<file path="config.mk">
export PLATFORM = sky130hd
export DESIGN_NAME = cgra_pe_mc_flat
export DESIGN_NICKNAME = d
export VERILOG_FILES = /design/src/rtl/cgra_pe_mc_pkg.sv /design/src/rtl/cgra_pe_mc_if.sv /design/src/rtl/cgra_pe_mc_alu.sv /design/src/rtl/cgra_pe_mc.sv /design/src/flat_wrapper.sv
export SDC_FILE = /design/constraint.sdc
export NUM_CORES = 1
export LEC_CHECK = 0
export ABC_AREA = 1
export CAP_MARGIN = 20
export CORE_MARGIN = 1.5
export CORE_UTILIZATION = 41
export CTS_BUF_LIST = sky130_fd_sc_hd__clkbuf_16
export DETAILED_ROUTE_END_ITERATION = 10
export DONT_BUFFER_PORTS = 1
export PLACE_DENSITY_LB_ADDON = 0.08
export SYNTH_ARGS = -nofsm -noshare
export SYNTH_HDL_FRONTEND = slang
export SYNTH_SLANG_ARGS = --single-unit
</file>
<file path="constraint.sdc">
create_clock -name clk -period 18.74 [get_ports clk]
set_input_delay 1.874 -clock clk [delete_from_list [all_inputs] [get_ports clk]]
set_output_delay 1.874 -clock clk [all_outputs]
set_load 0.005 [all_outputs]
</file>
<file path="src/rtl/cgra_pe_mc_pkg.sv">
// Shared types for the multi-context CGRA PE: opcodes, operand sources,
// the 64-bit configuration frame layout and LIF neuron defaults.
package cgra_pe_mc_pkg;

  typedef enum logic [5:0] {
    OP_NOP     = 6'd0,
    OP_ADD     = 6'd1,
    OP_SUB     = 6'd2,
    OP_MUL     = 6'd3,
    OP_MAC     = 6'd4,
    OP_CMP_GT  = 6'd10,
    OP_ACC_CLR = 6'd15,
    OP_PASS0   = 6'd16,
    OP_LIF     = 6'd18
  } op_e;

  typedef enum logic [3:0] {
    SRC_ACC = 4'd0,
    SRC_N   = 4'd1,
    SRC_E   = 4'd2,
    SRC_S   = 4'd3,
    SRC_W   = 4'd4,
    SRC_RF  = 4'd5,
    SRC_IMM = 4'd6
  } src_e;

  typedef struct packed {
    logic [22:0] rsvd;
    logic        pred_inv;
    logic [15:0] imm;
    logic        pred_en;
    logic [4:0]  route;
    logic [3:0]  dst;
    logic [3:0]  src1;
    logic [3:0]  src0;
    logic [5:0]  op;
  } frame_t;

  localparam int ROUTE_N = 0;
  localparam int ROUTE_E = 1;
  localparam int ROUTE_S = 2;
  localparam int ROUTE_W = 3;
  localparam int ROUTE_L = 4;

  localparam int LIF_LEAK_DEF   = 10;
  localparam int LIF_REFRAC_DEF = 2;

  // A neighbour named by both sources is still only one required operand.
  function automatic logic src_needs(input logic [3:0] s0, input logic [3:0] s1,
                                     input src_e dir);
    return (s0 == dir) || (s1 == dir);
  endfunction

endpackage

</file>
<file path="src/rtl/cgra_pe_mc_if.sv">
// Mesh-side bundle of the PE: configuration bus, sequencing controls,
// neighbour operands and routed results. All valids are single-cycle qualifiers.
interface cgra_pe_mc_if #(
  parameter int DATA_WIDTH = 16,
  parameter int CW         = 2
);
  logic [63:0]           config_frame;
  logic                  config_valid;
  logic [CW-1:0]         config_ctx;
  logic                  run_en;
  logic [CW-1:0]         ctx_last;

  logic [DATA_WIDTH-1:0] data_in_n, data_in_e, data_in_s, data_in_w;
  logic                  valid_in_n, valid_in_e, valid_in_s, valid_in_w;

  logic [DATA_WIDTH-1:0] data_out_n, data_out_e, data_out_s, data_out_w;
  logic                  valid_out_n, valid_out_e, valid_out_s, valid_out_w;
  logic [DATA_WIDTH-1:0] data_out_local;
  logic                  valid_out_local;
  logic [CW-1:0]         ctx_ptr;
  logic                  stall;

  modport master (
    output config_frame, config_valid, config_ctx, run_en, ctx_last,
    output data_in_n, data_in_e, data_in_s, data_in_w,
    output valid_in_n, valid_in_e, valid_in_s, valid_in_w,
    input  data_out_n, data_out_e, data_out_s, data_out_w,
    input  valid_out_n, valid_out_e, valid_out_s, valid_out_w,
    input  data_out_local, valid_out_local, ctx_ptr, stall
  );

  modport slave (
    input  config_frame, config_valid, config_ctx, run_en, ctx_last,
    input  data_in_n, data_in_e, data_in_s, data_in_w,
    input  valid_in_n, valid_in_e, valid_in_s, valid_in_w,
    output data_out_n, data_out_e, data_out_s, data_out_w,
    output valid_out_n, valid_out_e, valid_out_s, valid_out_w,
    output data_out_local, valid_out_local, ctx_ptr, stall
  );
endinterface

</file>
<file path="src/rtl/cgra_pe_mc_alu.sv">
// Combinational datapath of the PE: computes the result and the next
// ACC/VMEM/REFRAC/PRED values plus write/route enables for one context.
module cgra_pe_mc_alu
  import cgra_pe_mc_pkg::*;
#(
  parameter int DATA_WIDTH    = 16,
  parameter int RW            = 2,
  parameter int LIF_LEAK      = LIF_LEAK_DEF,
  parameter int REFRAC_CYCLES = LIF_REFRAC_DEF
) (
  input  logic [5:0]            op_i,
  input  logic [DATA_WIDTH-1:0] a_i,
  input  logic [DATA_WIDTH-1:0] b_i,
  input  logic [DATA_WIDTH-1:0] acc_i,
  input  logic [DATA_WIDTH-1:0] vmem_i,
  input  logic [RW-1:0]         refrac_i,
  output logic [DATA_WIDTH-1:0] result_o,
  output logic [DATA_WIDTH-1:0] acc_o,
  output logic [DATA_WIDTH-1:0] vmem_o,
  output logic [RW-1:0]         refrac_o,
  output logic                  pred_we_o,
  output logic                  pred_o,
  output logic                  rf_we_o,
  output logic                  out_en_o
);

  logic [DATA_WIDTH-1:0] prod;
  logic [DATA_WIDTH+1:0] lif_sum;
  logic [DATA_WIDTH-1:0] lif_v;
  logic                  gt;

  assign prod = a_i * b_i;
  assign gt   = $signed(a_i) > $signed(b_i);

  // Two guard bits: the top one flags underflow, the next one overflow.
  assign lif_sum = {2'b00, a_i} + {2'b00, vmem_i} - (DATA_WIDTH+2)'(LIF_LEAK);

  always_comb begin
    lif_v = lif_sum[DATA_WIDTH-1:0];
    if (lif_sum[DATA_WIDTH+1]) begin
      lif_v = '0;
    end else if (lif_sum[DATA_WIDTH]) begin
      lif_v = '1;
    end
  end

  always_comb begin
    result_o  = '0;
    acc_o     = acc_i;
    vmem_o    = vmem_i;
    refrac_o  = refrac_i;
    pred_we_o = 1'b0;
    pred_o    = 1'b0;
    rf_we_o   = 1'b0;
    out_en_o  = 1'b0;
    case (op_i)
      OP_ADD: begin
        result_o = a_i + b_i;
        rf_we_o  = 1'b1;
        out_en_o = 1'b1;
      end
      OP_SUB: begin
        result_o = a_i - b_i;
        rf_we_o  = 1'b1;
        out_en_o = 1'b1;
      end
      OP_MUL: begin
        result_o = prod;
        rf_we_o  = 1'b1;
        out_en_o = 1'b1;
      end
      OP_MAC: begin
        acc_o    = acc_i + prod;
        result_o = acc_i + prod;
        rf_we_o  = 1'b1;
        out_en_o = 1'b1;
      end
      OP_CMP_GT: begin
        result_o[0] = gt;
        pred_we_o   = 1'b1;
        pred_o      = gt;
        rf_we_o     = 1'b1;
        out_en_o    = 1'b1;
      end
      OP_ACC_CLR: begin
        acc_o    = '0;
        vmem_o   = '0;
        refrac_o = '0;
        out_en_o = 1'b1;
      end
      OP_PASS0: begin
        result_o = a_i;
        rf_we_o  = 1'b1;
        out_en_o = 1'b1;
      end
      OP_LIF: begin
        out_en_o = 1'b1;
        if (refrac_i != '0) begin
          refrac_o = refrac_i - RW'(1);
          vmem_o   = '0;
        end else if (lif_v >= b_i) begin
          result_o[0] = 1'b1;
          vmem_o      = '0;
          refrac_o    = RW'(REFRAC_CYCLES);
        end else begin
          vmem_o = lif_v;
        end
      end
      default: ;
    endcase
  end

endmodule

</file>
<file path="src/rtl/cgra_pe_mc.sv">
// Multi-context CGRA processing element: context store, cyclic sequencer with
// operand-valid stalling, predicate squash, state registers and output registers.
module cgra_pe_mc
  import cgra_pe_mc_pkg::*;
#(
  parameter int DATA_WIDTH    = 16,
  parameter int NUM_CTX       = 4,
  parameter int RF_DEPTH      = 16,
  parameter int LIF_LEAK      = LIF_LEAK_DEF,
  parameter int REFRAC_CYCLES = LIF_REFRAC_DEF
) (
  input logic           clk,
  input logic           rst_n,
  cgra_pe_mc_if.slave   pe
);

  localparam int CW = $clog2(NUM_CTX);
  localparam int RW = (REFRAC_CYCLES < 1) ? 1 : $clog2(REFRAC_CYCLES + 1);

  logic [63:0]           ctx_mem_q [NUM_CTX];
  logic [DATA_WIDTH-1:0] rf_q [RF_DEPTH];
  logic [CW-1:0]         ctx_ptr_q, ctx_ptr_d, ctx_last_eff;
  logic [DATA_WIDTH-1:0] acc_q, vmem_q;
  logic [RW-1:0]         refrac_q;
  logic                  pred_q;

  logic [DATA_WIDTH-1:0] dout_n_q, dout_e_q, dout_s_q, dout_w_q, dout_l_q;
  logic                  vout_n_q, vout_e_q, vout_s_q, vout_w_q, vout_l_q;

  frame_t                frame;
  logic                  unused_rsvd;
  logic [DATA_WIDTH-1:0] imm_ext, rf_rd, op_a, op_b;
  logic                  operands_ok, fire, squash, commit, out_fire;

  logic [DATA_WIDTH-1:0] alu_result, alu_acc, alu_vmem;
  logic [RW-1:0]         alu_refrac;
  logic                  alu_pred_we, alu_pred, alu_rf_we, alu_out_en;

  function automatic logic [DATA_WIDTH-1:0] pick(
    input logic [3:0]            code,
    input logic [DATA_WIDTH-1:0] acc,
    input logic [DATA_WIDTH-1:0] n,
    input logic [DATA_WIDTH-1:0] e,
    input logic [DATA_WIDTH-1:0] s,
    input logic [DATA_WIDTH-1:0] w,
    input logic [DATA_WIDTH-1:0] rf,
    input logic [DATA_WIDTH-1:0] imm
  );
    case (code)
      SRC_ACC: return acc;
      SRC_N:   return n;
      SRC_E:   return e;
      SRC_S:   return s;
      SRC_W:   return w;
      SRC_RF:  return rf;
      SRC_IMM: return imm;
      default: return '0;
    endcase
  endfunction

  // The frame being fired is read before any same-edge config write lands.
  assign frame       = frame_t'(ctx_mem_q[ctx_ptr_q]);
  assign unused_rsvd = ^frame.rsvd;
  assign imm_ext     = DATA_WIDTH'(frame.imm);
  assign rf_rd       = rf_q[frame.dst];

  assign op_a = pick(frame.src0, acc_q, pe.data_in_n, pe.data_in_e, pe.data_in_s,
                     pe.data_in_w, rf_rd, imm_ext);
  assign op_b = pick(frame.src1, acc_q, pe.data_in_n, pe.data_in_e, pe.data_in_s,
                     pe.data_in_w, rf_rd, imm_ext);

  assign operands_ok = (!src_needs(frame.src0, frame.src1, SRC_N) || pe.valid_in_n) &&
                       (!src_needs(frame.src0, frame.src1, SRC_E) || pe.valid_in_e) &&
                       (!src_needs(frame.src0, frame.src1, SRC_S) || pe.valid_in_s) &&
                       (!src_needs(frame.src0, frame.src1, SRC_W) || pe.valid_in_w);

  assign fire     = pe.run_en && operands_ok;
  assign squash   = frame.pred_en && !(pred_q ^ frame.pred_inv);
  assign commit   = fire && !squash;
  assign out_fire = commit && alu_out_en;

  cgra_pe_mc_alu #(
    .DATA_WIDTH   (DATA_WIDTH),
    .RW           (RW),
    .LIF_LEAK     (LIF_LEAK),
    .REFRAC_CYCLES(REFRAC_CYCLES)
  ) u_alu (
    .op_i     (frame.op),
    .a_i      (op_a),
    .b_i      (op_b),
    .acc_i    (acc_q),
    .vmem_i   (vmem_q),
    .refrac_i (refrac_q),
    .result_o (alu_result),
    .acc_o    (alu_acc),
    .vmem_o   (alu_vmem),
    .refrac_o (alu_refrac),
    .pred_we_o(alu_pred_we),
    .pred_o   (alu_pred),
    .rf_we_o  (alu_rf_we),
    .out_en_o (alu_out_en)
  );

  // Squashed firings and NOPs still advance the loop.
  always_comb begin
    ctx_last_eff = pe.ctx_last;
    if (pe.ctx_last > CW'(NUM_CTX - 1)) begin
      ctx_last_eff = CW'(NUM_CTX - 1);
    end
    ctx_ptr_d = ctx_ptr_q;
    if (!pe.run_en) begin
      ctx_ptr_d = '0;
    end else if (fire) begin
      if (ctx_ptr_q == ctx_last_eff || ctx_ptr_q == CW'(NUM_CTX - 1)) begin
        ctx_ptr_d = '0;
      end else begin
        ctx_ptr_d = ctx_ptr_q + CW'(1);
      end
    end
  end

  always_ff @(posedge clk or negedge rst_n) begin
    if (!rst_n) begin
      for (int i = 0; i < NUM_CTX; i++) ctx_mem_q[i] <= '0;
      for (int i = 0; i < RF_DEPTH; i++) rf_q[i] <= '0;
      ctx_ptr_q <= '0;
      acc_q     <= '0;
      vmem_q    <= '0;
      refrac_q  <= '0;
      pred_q    <= 1'b0;
      dout_n_q  <= '0;
      dout_e_q  <= '0;
      dout_s_q  <= '0;
      dout_w_q  <= '0;
      dout_l_q  <= '0;
      vout_n_q  <= 1'b0;
      vout_e_q  <= 1'b0;
      vout_s_q  <= 1'b0;
      vout_w_q  <= 1'b0;
      vout_l_q  <= 1'b0;
    end else begin
      if (pe.config_valid) ctx_mem_q[pe.config_ctx] <= pe.config_frame;
      ctx_ptr_q <= ctx_ptr_d;
      vout_n_q  <= out_fire && frame.route[ROUTE_N];
      vout_e_q  <= out_fire && frame.route[ROUTE_E];
      vout_s_q  <= out_fire && frame.route[ROUTE_S];
      vout_w_q  <= out_fire && frame.route[ROUTE_W];
      vout_l_q  <= out_fire && frame.route[ROUTE_L];
      if (commit) begin
        acc_q    <= alu_acc;
        vmem_q   <= alu_vmem;
        refrac_q <= alu_refrac;
        if (alu_pred_we) pred_q <= alu_pred;
        if (alu_rf_we) rf_q[frame.dst] <= alu_result;
      end
      if (out_fire && frame.route[ROUTE_N]) dout_n_q <= alu_result;
      if (out_fire && frame.route[ROUTE_E]) dout_e_q <= alu_result;
      if (out_fire && frame.route[ROUTE_S]) dout_s_q <= alu_result;
      if (out_fire && frame.route[ROUTE_W]) dout_w_q <= alu_result;
      if (out_fire && frame.route[ROUTE_L]) dout_l_q <= alu_result;
    end
  end

  assign pe.data_out_n      = dout_n_q;
  assign pe.data_out_e      = dout_e_q;
  assign pe.data_out_s      = dout_s_q;
  assign pe.data_out_w      = dout_w_q;
  assign pe.data_out_local  = dout_l_q;
  assign pe.valid_out_n     = vout_n_q;
  assign pe.valid_out_e     = vout_e_q;
  assign pe.valid_out_s     = vout_s_q;
  assign pe.valid_out_w     = vout_w_q;
  assign pe.valid_out_local = vout_l_q;
  assign pe.ctx_ptr         = ctx_ptr_q;
  assign pe.stall           = pe.run_en && !operands_ok;

endmodule
</file>
<file path="src/flat_wrapper.sv">
// flat-port wrapper written by rule: the top's interface ports become plain ports
module cgra_pe_mc_flat import cgra_pe_mc_pkg::*;
#(
  parameter int DATA_WIDTH    = 16,
  parameter int NUM_CTX       = 4,
  parameter int RF_DEPTH      = 16,
  parameter int LIF_LEAK      = LIF_LEAK_DEF,
  parameter int REFRAC_CYCLES = LIF_REFRAC_DEF
)
  (clk, rst_n, pe_config_frame, pe_config_valid, pe_config_ctx, pe_run_en, pe_ctx_last, pe_data_in_n, pe_data_in_e, pe_data_in_s, pe_data_in_w, pe_valid_in_n, pe_valid_in_e, pe_valid_in_s, pe_valid_in_w, pe_data_out_n, pe_data_out_e, pe_data_out_s, pe_data_out_w, pe_valid_out_n, pe_valid_out_e, pe_valid_out_s, pe_valid_out_w, pe_data_out_local, pe_valid_out_local, pe_ctx_ptr, pe_stall);
  cgra_pe_mc_if #(.DATA_WIDTH(DATA_WIDTH)) pe_i ();
  input logic clk;
  input logic rst_n;
  input wire logic [$bits(pe_i.config_frame)-1:0] pe_config_frame;
  input wire logic [$bits(pe_i.config_valid)-1:0] pe_config_valid;
  input wire logic [$bits(pe_i.config_ctx)-1:0] pe_config_ctx;
  input wire logic [$bits(pe_i.run_en)-1:0] pe_run_en;
  input wire logic [$bits(pe_i.ctx_last)-1:0] pe_ctx_last;
  input wire logic [$bits(pe_i.data_in_n)-1:0] pe_data_in_n;
  input wire logic [$bits(pe_i.data_in_e)-1:0] pe_data_in_e;
  input wire logic [$bits(pe_i.data_in_s)-1:0] pe_data_in_s;
  input wire logic [$bits(pe_i.data_in_w)-1:0] pe_data_in_w;
  input wire logic [$bits(pe_i.valid_in_n)-1:0] pe_valid_in_n;
  input wire logic [$bits(pe_i.valid_in_e)-1:0] pe_valid_in_e;
  input wire logic [$bits(pe_i.valid_in_s)-1:0] pe_valid_in_s;
  input wire logic [$bits(pe_i.valid_in_w)-1:0] pe_valid_in_w;
  output wire logic [$bits(pe_i.data_out_n)-1:0] pe_data_out_n;
  output wire logic [$bits(pe_i.data_out_e)-1:0] pe_data_out_e;
  output wire logic [$bits(pe_i.data_out_s)-1:0] pe_data_out_s;
  output wire logic [$bits(pe_i.data_out_w)-1:0] pe_data_out_w;
  output wire logic [$bits(pe_i.valid_out_n)-1:0] pe_valid_out_n;
  output wire logic [$bits(pe_i.valid_out_e)-1:0] pe_valid_out_e;
  output wire logic [$bits(pe_i.valid_out_s)-1:0] pe_valid_out_s;
  output wire logic [$bits(pe_i.valid_out_w)-1:0] pe_valid_out_w;
  output wire logic [$bits(pe_i.data_out_local)-1:0] pe_data_out_local;
  output wire logic [$bits(pe_i.valid_out_local)-1:0] pe_valid_out_local;
  output wire logic [$bits(pe_i.ctx_ptr)-1:0] pe_ctx_ptr;
  output wire logic [$bits(pe_i.stall)-1:0] pe_stall;
  assign pe_i.config_frame = pe_config_frame;
  assign pe_i.config_valid = pe_config_valid;
  assign pe_i.config_ctx = pe_config_ctx;
  assign pe_i.run_en = pe_run_en;
  assign pe_i.ctx_last = pe_ctx_last;
  assign pe_i.data_in_n = pe_data_in_n;
  assign pe_i.data_in_e = pe_data_in_e;
  assign pe_i.data_in_s = pe_data_in_s;
  assign pe_i.data_in_w = pe_data_in_w;
  assign pe_i.valid_in_n = pe_valid_in_n;
  assign pe_i.valid_in_e = pe_valid_in_e;
  assign pe_i.valid_in_s = pe_valid_in_s;
  assign pe_i.valid_in_w = pe_valid_in_w;
  assign pe_data_out_n = pe_i.data_out_n;
  assign pe_data_out_e = pe_i.data_out_e;
  assign pe_data_out_s = pe_i.data_out_s;
  assign pe_data_out_w = pe_i.data_out_w;
  assign pe_valid_out_n = pe_i.valid_out_n;
  assign pe_valid_out_e = pe_i.valid_out_e;
  assign pe_valid_out_s = pe_i.valid_out_s;
  assign pe_valid_out_w = pe_i.valid_out_w;
  assign pe_data_out_local = pe_i.data_out_local;
  assign pe_valid_out_local = pe_i.valid_out_local;
  assign pe_ctx_ptr = pe_i.ctx_ptr;
  assign pe_stall = pe_i.stall;
  cgra_pe_mc #(.DATA_WIDTH(DATA_WIDTH), .NUM_CTX(NUM_CTX), .RF_DEPTH(RF_DEPTH), .LIF_LEAK(LIF_LEAK), .REFRAC_CYCLES(REFRAC_CYCLES)) u_core (.clk(clk), .rst_n(rst_n), .pe(pe_i));
endmodule
</file>
==> results.toml <==
[status]
status = "finished clean"

[floorplanning]
dieWidth_um = 293
num_rows = 106
pin_count = 228
core_um2 = 83600
die-area_um2 = 86100
initial_core_util = 0.414
die_h_um = 293

[worst_setup_path]
worstSetupEndpointType = "flop"
rrSetupSlack_ns = 6.29
cp-start-kind = "flop"
critical_path.most_common_cell = "inv_1"
critical_path_arrival_ns = 12.92
critPathMaxFanout = 61
critical_path.max_stage_delay_ns = 0.66
slowest_stage = "nand2_1"
cp.required_ns = 19.21
worstSetupPathType = "reg -> reg"

[route]
wl_per_cell_um = 20.1
wirelength_um = 115000
drt_first_pass_iters = 6
via_count = 29800
detail-route-antenna-nets = 0
via_per_inst = 5.21
drt_iter0_markers = 2552
drc = 0

[yosys]
yosysWarnings = 0
ys.flop_type = "dfrtp_1"
yosysUniqueCellTypes = 61
synthTopCellsByArea = "dfrtp_1 (39%), nand2_1 (18%), o21ai_0 (7.8%), inv_1 (7.0%), ha_1 (5.2%)"
yosysTopAreaCellShare = 0.392
synthesis.nets = 5075
yosysTopAreaCell = "dfrtp_1"
avgSynthCellArea_um2 = 7.35
ys_seq_area_frac = 0.392
synth_common_cells = "nand2_1 (1,640), inv_1 (644), dfrtp_1 (542), o21ai_0 (541), nor2_1 (187)"
post-synth-top-count-cell = "nand2_1"
netlist_area_um2 = 34600
syn_inst = 4706
ys_seq_elements = 542
synth_edf_count = 0
ys_async_sr_fraction = 1.00

[sta]
period_share = 0.664
rsz0062_at_grt = "no"
final-setup-viol-count = 0
slew_headroom = 0.296
setup-tns-final_ns = 0
hold_viol = 0
fmax_mhz = 80.3
slew_viol_final = 0
min_period_ns = 12.45
finClkSkew_ns = 0.0316
worst_pin_slew_ns = 1.05

[worst_hold_path]
hp-class = "reg -> reg"

[layout]
fillerInstances = 8863
fin_nets = 4972
n_antenna_cell = 0
syn_to_final_growth_pct = 8.04
drive_gt1_frac = 0.0628

[clock_network]
cts_sinks = 542
cts_tree = "done"
postCtsHoldBufs = 0
clk_pin_slew_ns = 0.06
cts_setup_buffers = 0
clk_latency_ns = 0.63
cts_made_buffers = 66
cts-resized-gates = 0
htree_levels = 3
cts_max_path_buffers = 3
clock-root-buffer = "clkbuf_16"

[placement]
routabilityCongestion = 0.924
portBuffers = 0
dp_hpwl_um = 79000

[run]
maxCapViolCount = 0

[global_route]
grt_start_max_net_pins = 543
antenna_found_initial = 5
grt_pass1_wl_um = 178000
gr-total-overflow = 0
grt_use_total = 0.269
grt_pass1_vias = 28500
path summary, 6_finish.rpt:
check | from | endpoint | depth (start not counted)
worst max register to register | u_core.pe.ctx_ptr[0] | u_core.pe.data_out_local[12] | 43
worst max-delay path | u_core.pe.ctx_ptr[0] | u_core.pe.data_out_local[12] | 43
worst min-delay path | u_core.rf_q[175] | u_core.rf_q[175] | 2
min in group asynchronous | rst_n | u_core.rf_q[178] | 0
max in group asynchronous | rst_n | u_core.acc_q[15] | 3
worst min register to register | u_core.rf_q[175] | u_core.rf_q[175] | 2
cell type report:
| class | count | area [um2] | share of cell area |
|---|---|---|---|
| Clock buffer | 67 | 1680 | 0.0449 |
| Clock inverter | 51 | 379 | 0.0101 |
| Inverter | 680 | 2550 | 0.0683 |
| Multi-Input combinational cell | 3261 | 17400 | 0.466 |
| Sequential cell | 542 | 13600 | 0.363 |
| Tap cell | 1080 | 1350 | 0.0362 |
| Timing Repair Buffer | 52 | 450 | 0.0121 |
sequential cells by signal, summed over array words and instances, names as in the netlist, 2 cells and up:
register	flops
u_core.pe.data_out_w	16
u_core.pe.data_out_s	16
u_core.refrac_q	2
u_core.pe.data_out_n	16
u_core.ctx_mem_q	164
u_core.acc_q	16
u_core.pe.ctx_ptr	2
u_core.rf_q	256
u_core.pe.data_out_e	16
u_core.vmem_q	16
u_core.pe.data_out_local	16
through the flow:
stage / hold slack [ns] / area, um2 / setup slack (ns) / util / std cells
after detailed placement: 0.458 / 35200 / 6.31 / 0.422 / 5612
after global placement: 0.454 / 35200 / 6.34 / 0.422 / 5612
after global routing: 0.495 / 37400 / 5.13 / 0.447 / 5733
final: 0.477 / 37400 / 6.29 / 0.447 / 5733
after floorplan: 0.440 / 34600 / 10.52 / - / 4706
after CTS: 0.475 / 37300 / 6.21 / 0.446 / 5730
metal layers:
| layer | part of all wire | up-vias | wire (um) | global-route usage |
|---|---|---|---|---|
| li1 | - | 14500 | - | - |
| met1 | 0.48 | 14300 | 54900 | 0.396 |
| met2 | 0.43 | 837 | 49200 | 0.401 |
| met3 | 0.076 | 141 | 8720 | 0.0606 |
| met4 | 0.021 | 2 | 2430 | 0.0615 |
| met5 | 0.000078 | - | 9 | 0 |
worst max-delay path: cells and delay by family (launching register included):
| family | cells | cell delay, ns |
|---|---|---|
| XOR/XNOR | 2 | 0.62 |
| AO/OA/AOI/OAI | 6 | 0.92 |
| adder cells (fa/ha/maj) | 9 | 3.76 |
| AND/OR/NAND/NOR | 13 | 3.25 |
| flip-flops | 1 | 0.56 |
| buffers and inverters | 13 | 3.05 |
placed cells by master, fill, tap and decap left out, drive strengths merged, types with 4 or more instances in the layout:
cell type	synthesis	layout
xor2	28	28
ha	145	145
nor4	8	8
dfrtp	542	542
nand4	10	10
o211ai	13	13
nor2	203	203
o2111ai	4	4
inv	674	693
a32o	7	7
o22ai	56	56
nor3	33	33
a21oi	104	104
fa	84	84
nand2	1688	1688
buf	112	52
clkbuf	111	67
nand3	160	160
xnor2	16	16
or2	19	19
o21ai	597	597
o21bai	9	9
clkinv	6	34
and2	4	4
a32oi	6	6
a2111oi	5	5
nand3b	37	37
logic make-up after synthesis:
| logic type | Yosys count | share of synthesized area |
|---|---|---|
| AND/OR/NAND/NOR | 2163 | 0.259 |
| buffers and inverters | 903 | 0.108 |
| AO/OA/AOI/OAI | 823 | 0.128 |
| flip-flops | 542 | 0.392 |
| adder cells (fa/ha/maj) | 229 | 0.101 |
| XOR/XNOR | 44 | 0.0111 |
| multiplexers | 2 | 0.000651 |
Power is not shown: default switching activity piles up to over one toggle a cycle in this logic, so the estimate is an artifact.
